`config.mk`:
```
export PLATFORM = sky130hd
export DESIGN_NAME = bundle_fetch_queue
export DESIGN_NICKNAME = d
export VERILOG_FILES = /design/src/rtl/bundle_fetch_queue.sv
export SDC_FILE = /design/constraint.sdc
export NUM_CORES = 1
export LEC_CHECK = 0
export ABC_AREA = 1
export BUFFER_PORTS_ARGS = -buffer_cell sky130_fd_sc_hd__buf_2
export CELL_PAD_IN_SITES_DETAIL_PLACEMENT = 0
export CELL_PAD_IN_SITES_GLOBAL_PLACEMENT = 1
export CORE_ASPECT_RATIO = 1.25
export CORE_MARGIN = 1
export CORE_UTILIZATION = 40
export DETAILED_ROUTE_END_ITERATION = 16
export GPL_ROUTABILITY_DRIVEN = 0
export PLACE_DENSITY = 0.72
export SLEW_MARGIN = 0
export SYNTH_ARGS = -nofsm -noshare
export SYNTH_HDL_FRONTEND = slang
export SYNTH_SLANG_ARGS = --single-unit
export TNS_END_PERCENT = 30
```
`constraint.sdc`:
```
create_clock -name clk_i -period 20.1 [get_ports clk_i]
set_input_delay 1.005 -clock clk_i [delete_from_list [all_inputs] [get_ports clk_i]]
set_output_delay 1.005 -clock clk_i [all_outputs]
set_load 0.01 [all_outputs]
```
`src/rtl/bundle_fetch_queue.sv`:
```
// Instruction-fetch front end: owns the fetch PC, reads LANES-wide bundles from memory and
// queues them in a DEPTH-entry FIFO ahead of decode, with redirect flush and sticky halt.
module bundle_fetch_queue #(
    parameter int unsigned        LANES    = 4,
    parameter int unsigned        INST_W   = 32,
    parameter int unsigned        DEPTH    = 4,
    parameter logic [31:0]        RESET_PC = 32'h0,
    parameter logic [INST_W-1:0]  NOP_INST = INST_W'(32'h00000013)
) (
    input  logic                        clk_i,
    input  logic                        rst_i,
    output logic [31:0]                 mem_pc_o,
    input  logic [LANES*INST_W-1:0]     mem_bundle_i,
    input  logic [31:0]                 data_start_addr_i,
    input  logic                        stall_i,
    input  logic                        redirect_valid_i,
    input  logic [31:0]                 redirect_pc_i,
    input  logic                        halt_in_i,
    output logic                        bundle_valid_o,
    output logic [31:0]                 bundle_pc_o,
    output logic [LANES*INST_W-1:0]     lane_inst_o,
    output logic [$clog2(DEPTH+1)-1:0]  count_o,
    output logic                        full_o,
    output logic                        empty_o
);
    localparam int unsigned BundleW   = LANES * INST_W;
    localparam int unsigned PtrW      = $clog2(DEPTH);
    localparam int unsigned CntW      = $clog2(DEPTH + 1);
    localparam logic [31:0] Step      = 32'(LANES * 4);
    localparam logic [31:0] AlignMask = ~(Step - 32'd1);

    typedef enum logic [1:0] {StFetch, StDrain, StHalted} state_e;

    state_e                state_q, state_d;
    logic [31:0]           pc_q, pc_d;
    logic [31:0]           last_pc_q;
    logic [PtrW-1:0]       head_q, head_d, tail_q, tail_d;
    logic [CntW-1:0]       count_q, count_d;
    logic [31:0]           pc_mem_q     [DEPTH];
    logic [BundleW-1:0]    bundle_mem_q [DEPTH];

    logic full, empty, in_text, flush, push, pop;

    function automatic logic [PtrW-1:0] ptr_inc(input logic [PtrW-1:0] p);
        return (p == PtrW'(DEPTH - 1)) ? '0 : p + 1'b1;
    endfunction

    assign full    = (count_q == CntW'(DEPTH));
    assign empty   = (count_q == '0);
    assign in_text = (pc_q < data_start_addr_i);
    // Halt outranks redirect, and a halted queue is only ever drained, never flushed.
    assign flush   = redirect_valid_i && !halt_in_i && (state_q != StHalted);
    assign pop     = !empty && !stall_i && !redirect_valid_i;
    assign push    = (state_q == StFetch) && in_text && !redirect_valid_i && (!full || pop);

    always_comb begin
        pc_d    = pc_q;
        head_d  = head_q;
        tail_d  = tail_q;
        count_d = count_q;
        if (flush) begin
            pc_d    = redirect_pc_i & AlignMask;
            head_d  = '0;
            tail_d  = '0;
            count_d = '0;
        end else begin
            if (push) begin
                tail_d = ptr_inc(tail_q);
                pc_d   = pc_q + Step;
            end
            if (pop) begin
                head_d = ptr_inc(head_q);
            end
            if (push && !pop) begin
                count_d = count_q + 1'b1;
            end else if (pop && !push) begin
                count_d = count_q - 1'b1;
            end
        end
    end

    // State register
    always_ff @(posedge clk_i or posedge rst_i) begin
        if (rst_i) begin
            state_q <= StFetch;
        end else begin
            state_q <= state_d;
        end
    end

    // Next-state logic
    always_comb begin
        state_d = state_q;
        case (state_q)
            StFetch:  if (pc_d >= data_start_addr_i) state_d = StDrain;
            StDrain:  if (flush && (pc_d < data_start_addr_i)) state_d = StFetch;
            StHalted: state_d = StHalted;
            default:  state_d = StFetch;
        endcase
        if (halt_in_i) begin
            state_d = StHalted;
        end
    end

    // Outputs come from queue storage only; memory data never bypasses to decode.
    always_comb begin
        mem_pc_o       = pc_q;
        bundle_valid_o = !empty;
        bundle_pc_o    = empty ? last_pc_q : pc_mem_q[head_q];
        lane_inst_o    = empty ? {LANES{NOP_INST}} : bundle_mem_q[head_q];
        count_o        = count_q;
        full_o         = full;
        empty_o        = empty;
    end

    always_ff @(posedge clk_i or posedge rst_i) begin
        if (rst_i) begin
            pc_q      <= RESET_PC;
            last_pc_q <= '0;
            head_q    <= '0;
            tail_q    <= '0;
            count_q   <= '0;
        end else begin
            pc_q    <= pc_d;
            head_q  <= head_d;
            tail_q  <= tail_d;
            count_q <= count_d;
            if (!empty) begin
                last_pc_q <= pc_mem_q[head_q];
            end
        end
    end

    always_ff @(posedge clk_i) begin
        if (push) begin
            pc_mem_q[tail_q]     <= pc_q;
            bundle_mem_q[tail_q] <= mem_bundle_i;
        end
    end

endmodule

```
# After elaboration in Yosys (flattened, before gate mapping)
# Memories as Yosys holds them, arrays and structs flattened.
# Index checks and enable logic that the tools add are counted.
# word_totals
ff_bits,73
ram_bits,640
output_inout_bits,198
word_cells,67
n_memories,2
# mem_list
name,words,width,rd,rd_ports_with_merged_regs,write_ports,line_no,source
bundle_mem_q,4,128,1,0,1,40,logic [BundleW-1:0] bundle_mem_q [DEPTH];
pc_mem_q,4,32,1,0,1,39,logic [31:0] pc_mem_q [DEPTH];
# op_classes
add_sub_neg,5
n_lt_le_gt_ge,3
n_eq_ne,8
n_mux,19
reduce_logical,24
# op_table
cell,count
two-way mux 128 bit,1
two-way mux 32 bit,3
less-than comparator 32 bit,2
adder 32 x 5 -> 32 bit (second input constant),1
greater-or-equal comparator 32 bit,1
two-way mux 2 bit,9
logical AND 1 bit,10
two-way mux 3 bit,3
logical NOT 1 bit,7
== test 2 bit (second input constant),3
case mux 2 bit (3 select lines),1
adder 2 x 1 -> 2 bit (second input constant),2
nonzero test 2 bit,2
adder 3 x 1 -> 3 bit (second input constant),1
== test 3 bit (second input constant),1
logical NOT 3 bit,1
inequality test 3 x 2 -> 1 bit (second input constant),1
inequality test 3 bit (second input constant),1
nonzero test 3 bit,1
subtractor 3 x 1 -> 3 bit (second input constant),1
== test 2 x 1 -> 1 bit (second input constant),1
logical NOT 2 bit,1
two-way mux 1 bit,2
inequality test 2 bit (second input constant),1
2 further kinds,2

# Depth between registers and ports, before layout
# Gate-level depths: netlist (run 1).
# depth
depth_word,13
depth_mapped,29
depth_no_buf,28

# Worst setup path after synthesis (run 1)
# Ideal clock, no wire load.
# synth_path
kind,input to register
from,in data_start_addr_i[7]
to,mem bundle_mem_q[0][0] (netlist name) (enable)
setup_ns,0.682
arrival_ns,8.796
required_ns,19.418
setup_slack_ns,10.622
cell_stages,13
cell_sequence,inv_1 > ha_1 > a21oi_1 > o21a_1 > nand2_1 > nand2_1 > nand2_1 > nand2_1 > nand2_1 > nand2_2 > nand2_2 > buf_4 > nor2_1
# synth_via
elab_chain_len,6
# synth_lines
element,line_no,source
from (decl),14,"input logic [31:0] data_start_addr_i,"
less-than comparator 32 bit,50,assign in_text = (pc_q < data_start_addr_i);
logical AND 1 bit (3 in a row),54,assign push = (state_q == StFetch) && in_text && !redirect_valid_i && (!full || pop);
two-way mux 1 bit,135,if (push) begin
two-way mux 1 bit (not written as such),137,bundle_mem_q[tail_q] <= mem_bundle_i;
to (decl),40,
# No other way between the ends.

# Worst setup path in the final report (run 1)
# layout_path
from,"reg pc_q[15], in the netlist mem_pc_o[15]"
to,reg state_q[0]
# layout_via
elab_chain_len,10
word_cells_on_any_way,13
cone_classes,add/sub: 1; order compare: 3; eq/ne: 2; mux: 2; reduce/logical: 5
# layout_lines
element,line_no,source
from (decl),35,"logic [31:0] pc_q, pc_d;"
from (signal assigned),124,pc_q <= pc_d;
less-than comparator 32 bit,50,
logical AND 1 bit (3 in a row),54,
two-way mux 32 bit *,67,if (push) begin
two-way mux 32 bit *,61,if (flush) begin
named net pc_d[17],35,
less-than comparator 32 bit,96,StDrain: if (flush && (pc_d < data_start_addr_i)) state_d = StFetch;
logical AND 1 bit,96,
inequality test 3 bit (no source line),--,
AND reduction 2 bit (no source line) *,--,
to (signal assigned),85,state_q <= StFetch;
to (signal assigned),87,state_q <= state_d;
to (decl),34,"state_e state_q, state_d;"
# The timed path passes the listed nets; every way through them passes the cells marked *.
# A chain may end at the register's enable or synchronous reset.

==> key figures, run 1 <==
Outcome
  – Outcome: finished clean

Timing
  – Final setup fails: 0
  – Fmax achieved: 189 MHz
  – Slew Limit Fails: 0
  – Setup_tns: 0 ps
  – Max-slew headroom: 0.226
  – Minimum clock period: 5290 ps
  – Hold Fails Final Rpt: 0
  – Fin crit share: 0.263
  – Final hold slack: 303 ps
  – Worst-Margin Slew: 1160 ps
  – Clk_skew: 15.3 ps
  – RSZ-0062 raised after global routing: false

Final layout
  – Fin cells: 3,953
  – Nets: 3,197
  – Fillers: 6,552
  – Share of the core filled with cells: 0.478
  – Area growth syn-to-layout: 17.9%
  – Layout cells sized above 1: 0.186

Power and ir drop
  – Max IR drop VDD: 109 uV
  – PD cells: 135 nW/um2
  – P_leak: 13.3 nW

Floorplanning
  – Die area: 75,700 um2
  – Core box area: 73,600 um2
  – Die Span Y: 307 um
  – I/O pin count: 395
  – Rows: 111
  – Initial Utilization: 0.405
  – Die W: 246 um

Logic synthesis
  – Synth cell types: 34
  – Most common flop cell mapped by yosys: edfxtp_1
  – Mean Syn Cell Area: 11.6 um2
  – FF+latch count, synth: 713
  – Seq/Total Area, Yosys: 0.706
  – Cells after synthesis: 2,580
  – Synth Cell Area: 29,800 um2
  – Post-synth ARST share: 0.102
  – Yosys warns: 0
  – Post-synth EDFFs: 640
  – Total nets after synthesis: 2,847

Clock tree
  – CTS sink cnt: 713
  – H-tree levels: 3
  – Root Buffer: clkbuf_16
  – Clk_lat worst skew: 610 ps
  – Clk buf depth: 3
  – Number of gates resized after cts: 0
  – Clock-pin slew on the worst setup and hold paths: 70 ps
  – Num CTS Buffers: 73
  – Cts hold-fix bufs: 0
  – Setup Fix Bufs, Post-CTS: 0
  – CTS tree: built

Drt
  – DRT Wirelength: 79.8 mm
  – Via count: 20,700
  – Vias per cell: 5.23
  – First-pass DRT Iterations: 5
  – Antenna-violating nets left: 0
  – DRC viols: 0
  – Drt first-iter violations: 1,224
  – Routed WL per cell: 20.2 um

Placement
  – Placed cells: 3,815
  – Port bufs: 390
  – HPWL Detailed: 47.6 mm

Global route
  – Pin count of the biggest net entering global routing: 145
  – Vias in the first global route: 20,700
  – Initial antenna violation count: 12
  – Total GRT Usage: 0.209
  – GRT Residual Overflow: 0
  – First-pass GRT wire length: 120 mm

Setup path
  – Crit path max fanout: 34
  – Critical Path RT: 20,600 ps
  – Cell Chain, Critical Path: ha_1 > a21oi_1 > o21ai_0 > nor2_1 > nand2_1 > nand2_1 > nand2_1 > nand2_2 > nand2_2 > nand2_1 > nand2_1 > a21oi_1 > ha_1 > a21oi_1 > o21ai_0 > a21oi_1 > nor2_1 > a211oi_1 > nand3_1 > nand2_1 > nand2_1
  – Crit path kind: flip-flop to flip-flop
  – Worst Setup End Kind: flip-flop
  – Slowest cell on crit path: a211oi_1
  – Critical Path AT: 5790 ps
  – Crit path launch type: flip-flop
  – CP max stage delay: 710 ps
  – Critical Path Most Common Cell: nand2_1

Job
  – Max-Cap Viols: 0

Min path
  – Hold WC Path Type: input port to async pin
==> state kept, by name, summed over array words and instances, names as in the netlist <==
signal,flops
bundle_mem_q,512
pc_mem_q,128
last_pc_q,32
mem_pc_o,32
count_o,3
head_q,2
state_q,2
tail_q,2
==> cell usage in the layout, fill, tap and decap left out, drive strengths merged <==
cell | synthesis | final
nor2 | 737 | 737
edfxtp | 640 | 640
buf | 52 | 417
o21ai | 320 | 320
a21oi | 175 | 175
nand2 | 147 | 147
inv | 103 | 104
clkbuf | 90 | 87
dfrtp | 73 | 73
ha | 69 | 69
nand3 | 54 | 54
a31oi | 33 | 33
clkinv | 0 | 30
xor2 | 25 | 25
nor3 | 25 | 25
o311ai | 12 | 12
nand4 | 11 | 11
bufinv | 0 | 10
diode | 0 | 7
nor4 | 4 | 4
clkinvlp | 0 | 3
o21a | 2 | 2
xnor2 | 2 | 2
o211ai | 1 | 1
or2 | 1 | 1
o221ai | 1 | 1
nand3b | 1 | 1
a211oi | 1 | 1
fa | 1 | 1
==> kinds of logic (layout without fill, tap and decap cells) <==
group / count (synthesis) / in the layout / share of synthesized area
DFF: 713 / 713 / 0.706
xor gates and xnor gates: 27 / 27 / 0.00793
other: 0 / 7 / 0
buffers and inverters: 245 / 651 / 0.0320
adders and majority gates: 70 / 70 / 0.0296
and+or+nand+nor: 980 / 980 / 0.130
AOI/OAI and AO/OA: 545 / 545 / 0.0950
==> layer usage <==
metal	vias up	wire, um	global-route usage
met5	-	85	0
met4	14	1810	0.0656
met3	120	5050	0.0437
met2	602	40400	0.367
met1	10200	32500	0.253
li1	9743	-	-
==> metrics by stage <==
stage / area, um2 / total power, mW / setup WS (ps)
global route: 35200 / 5.02 / 14570
floorplan: 29800 / 2.73 / 10620
finish: 35200 / 4.75 / 14810
global placement: 32700 / 3.37 / 14260
detailed placement: 32700 / 3.41 / 14250
CTS: 35100 / 4.80 / 14820
==> synthesized netlist by cell type, types with 20 or more instances <==
master	count	area (um2)
ha_1	69	863
o21ai_0	318	1590
nor2_1	735	2760
buf_1	26	97.6
edfxtp_1	640	19200
buf_2	25	125
dfrtp_1	73	1830
a21oi_1	175	876
nor3_1	20	100
xor2_1	25	219
nand2_1	145	544
nand3_1	54	270
inv_1	97	364
a31oi_1	33	206
clkbuf_1	90	338
==> where the power goes <==
group	switching [mW]	total, mW	leakage [nW]	internal [mW]
registers	0.100	1.78	6.53	1.68
logic	1.06	1.58	5.57	0.517
clock network	0.557	1.39	1.21	0.829
==> layout make-up <==
class	count	area, um2	area share
Sequential cell	713	21100	0.599
Multi-Input combinational cell	1622	7860	0.224
Timing Repair Buffer	417	2150	0.0613
Clock buffer	87	1960	0.0558
Tap cell	960	1200	0.0342
Clock inverter	44	508	0.0144
Inverter	103	400	0.0114
Antenna cell	7	17.5	0.000498
==> worst max-delay path: cells and delay by family (launching register included) <==
kind                       cells  cell delay (ps)
and+or+nand+nor               12             2260
AOI/OAI and AO/OA              7             1690
DFF                            1              620
adders and majority gates      2              600
==> final timing paths <==
path                              startpoint           end  cells after the start  slack [ps]
worst min register to register    state_q[1]    state_q[0]                      3         540
worst max-delay path            mem_pc_o[15]    state_q[0]                     21       14810
worst min-delay path                   rst_i  last_pc_q[3]                      2         300
worst max register to register  mem_pc_o[15]    state_q[0]                     21       14810
min in group clk_i                state_q[1]    state_q[0]                      3         540
max in group asynchronous              rst_i     head_q[1]                      3       18520
No activity file was read; power rests on OpenSTA's default activity.
==> run 2, diff against run 1 <==
==> constraint.sdc (replaced) <==
create_clock -name clk_i -period 5.5 [get_ports clk_i]
set_input_delay 0.275 -clock clk_i [delete_from_list [all_inputs] [get_ports clk_i]]
set_output_delay 0.275 -clock clk_i [all_outputs]
set_load 0.01 [all_outputs]
==> run 2 against run 1 <==
Non-clock buffer count rose by 172; hold slack worse by 250 ps; first-iteration DRC count grew 7.8%; utilization grew 2.2 points; combinational power rose to 3.7 times the previous value; global-route usage up 0.30 points; clock skew increased by 13 ps; critical endpoint unchanged; highest routed layer unchanged.
==> key figures, run 2 (synthesis results as in run 1) <==
Final layout
  – Fin cells: 4,121
  – Area growth syn-to-layout: 23.3%
  – Top flop regs: bundle_mem_q (512), pc_mem_q (128)
  – Most common cell after layout, fill and taps aside: nor2_1
  – Nets: 3,367
  – Top reg by flops: bundle_mem_q
  – Share of the core filled with cells: 0.500
  – Fillers: 6,536
  – Max reg flops: 512
  – Layout cells sized above 1: 0.176
  – Most frequent cells in the layout: nor2_1, edfxtp_1, buf_2

Timing
  – Worst setup margin: 1270 ps
  – Worst-Margin Slew: 1300 ps
  – Hold Fails Final Rpt: 0
  – Final hold slack: 53.7 ps
  – RSZ-0062 raised after global routing: false
  – Slew Limit Fails: 0
  – Minimum clock period: 4230 ps
  – Final setup fails: 0
  – Fin crit share: 0.770
  – Clk_skew: 27.9 ps
  – Fmax achieved: 236 MHz
  – Max-slew headroom: 0.133
  – Setup_tns: 0 ps

Global route
  – Vias in the first global route: 21,700
  – GRT Residual Overflow: 0
  – First-pass GRT wire length: 122 mm
  – Initial antenna violation count: 7
  – Pin count of the biggest net entering global routing: 214
  – Total GRT Usage: 0.212

Drt
  – DRT Wirelength: 80.8 mm
  – Drt first-iter violations: 1,320
  – Vias per cell: 5.16
  – Antenna-violating nets left: 0
  – Routed WL per cell: 19.6 um
  – Via count: 21,300
  – DRC viols: 0
  – First-pass DRT Iterations: 5

Floorplanning
  – Die Span Y: 307 um
  – Initial Utilization: 0.405
  – Die W: 246 um
  – Rows: 111
  – Die area: 75,700 um2
  – I/O pin count: 395
  – Core box area: 73,600 um2

Clock tree
  – Num CTS Buffers: 71
  – Root Buffer: clkbuf_16
  – Number of gates resized after cts: 0
  – CTS sink cnt: 713
  – Clock-pin slew on the worst setup and hold paths: 60 ps
  – CTS tree: built
  – H-tree levels: 3
  – Clk buf depth: 3
  – Clk_lat worst skew: 610 ps

Setup path
  – Critical Path AT: 4740 ps
  – Crit path kind: flip-flop to flip-flop
  – Critical Path RT: 6010 ps
  – Worst Setup End Kind: flip-flop
  – Crit path launch type: flip-flop
  – Crit path max fanout: 24

Power and ir drop
  – P_leak: 14.0 nW
  – PD cells: 464 nW/um2
  – Max IR drop VDD: 404 uV

Min path
  – Hold WC Path Type: input port to flip-flop

Outcome
  – Outcome: finished clean

Job
  – Max-Cap Viols: 0

Placement
  – HPWL Detailed: 48.4 mm
  – Placed cells: 3,827
  – Dpl ws: 1240 ps
  – Port bufs: 390
==> run 2: per-stage QoR <==
step / instance area (um2) / power [mW]
after floorplan: 29800 / 9.98
after global placement: 32900 / 12.4
after detailed placement: 32900 / 12.5
after CTS: 36800 / 17.3
after global routing: 36800 / 18.1
final: 36800 / 17.1
==> run 2: layout make-up <==
cell class	count	area, um2	share of cell area
clock inverter	31	229	0.00623
inverter	103	400	0.0109
tap	960	1200	0.0327
clock buffer	96	2010	0.0546
multi-input combinational	1622	7860	0.214
antenna	7	17.5	0.000476
timing repair buffer	589	4010	0.109
sequential	713	21100	0.572
==> run 2: worst max-delay path: stages, from the launching register on <==
cell and delay, ps:
dfrtp_1 490, ha_1 350, nand2_1 60, inv_1 50, nand3_1 100, a31oi_1 160, nor2_1 50, nand2_1 140
nand2_1 70, nand2_1 80, nand2_2 60, nand2_2 440, nand2_1 100, nand2_1 110, a21oi_1 90, ha_1 330
a21oi_1 150, o21ai_0 150, a21oi_1 160, nor2_1 60, a211oi_1 610, nand3_1 160, nand2_1 100, nand2_1 50
==> run 2: per-layer routing <==
metal / global-route usage / vias up / routed length (um)
li1: - / 10100 / -
met1: 0.255 / 10400 / 32500
met2: 0.375 / 686 / 40900
met3: 0.0439 / 128 / 5370
met4: 0.0672 / 4 / 1990
met5: 0 / - / 27
==> run 2: path summary, 6_finish.rpt <==
path,from,to,slack (ps),cells after the start
worst max-delay path,mem_pc_o[15],state_q[0],1270,23
worst min-delay path,redirect_valid_i,head_q[0],50,4
worst max register to register,mem_pc_o[15],state_q[0],1270,23
worst min register to register,mem_pc_o[0],pc_mem_q[1][0],540,0
max in group asynchronous,rst_i,tail_q[0],4080,4
min in group asynchronous,rst_i,last_pc_q[5],370,3
==> run 2: repair_timing <==
action / CTS / global route
hold endpoints to repair: 582 / 0
hold buffers: 160 / 0
setup endpoints to repair: 0 / 0
buffers inserted: 0 / 0
==> run 2: power by group <==
group | total (mW) | internal (mW) | switching (mW) | leakage (nW)
logic | 5.90 | 1.98 | 3.92 | 6.34
registers | 6.52 | 6.15 | 0.371 | 6.53
clock network | 4.66 | 2.66 | 2.00 | 1.09
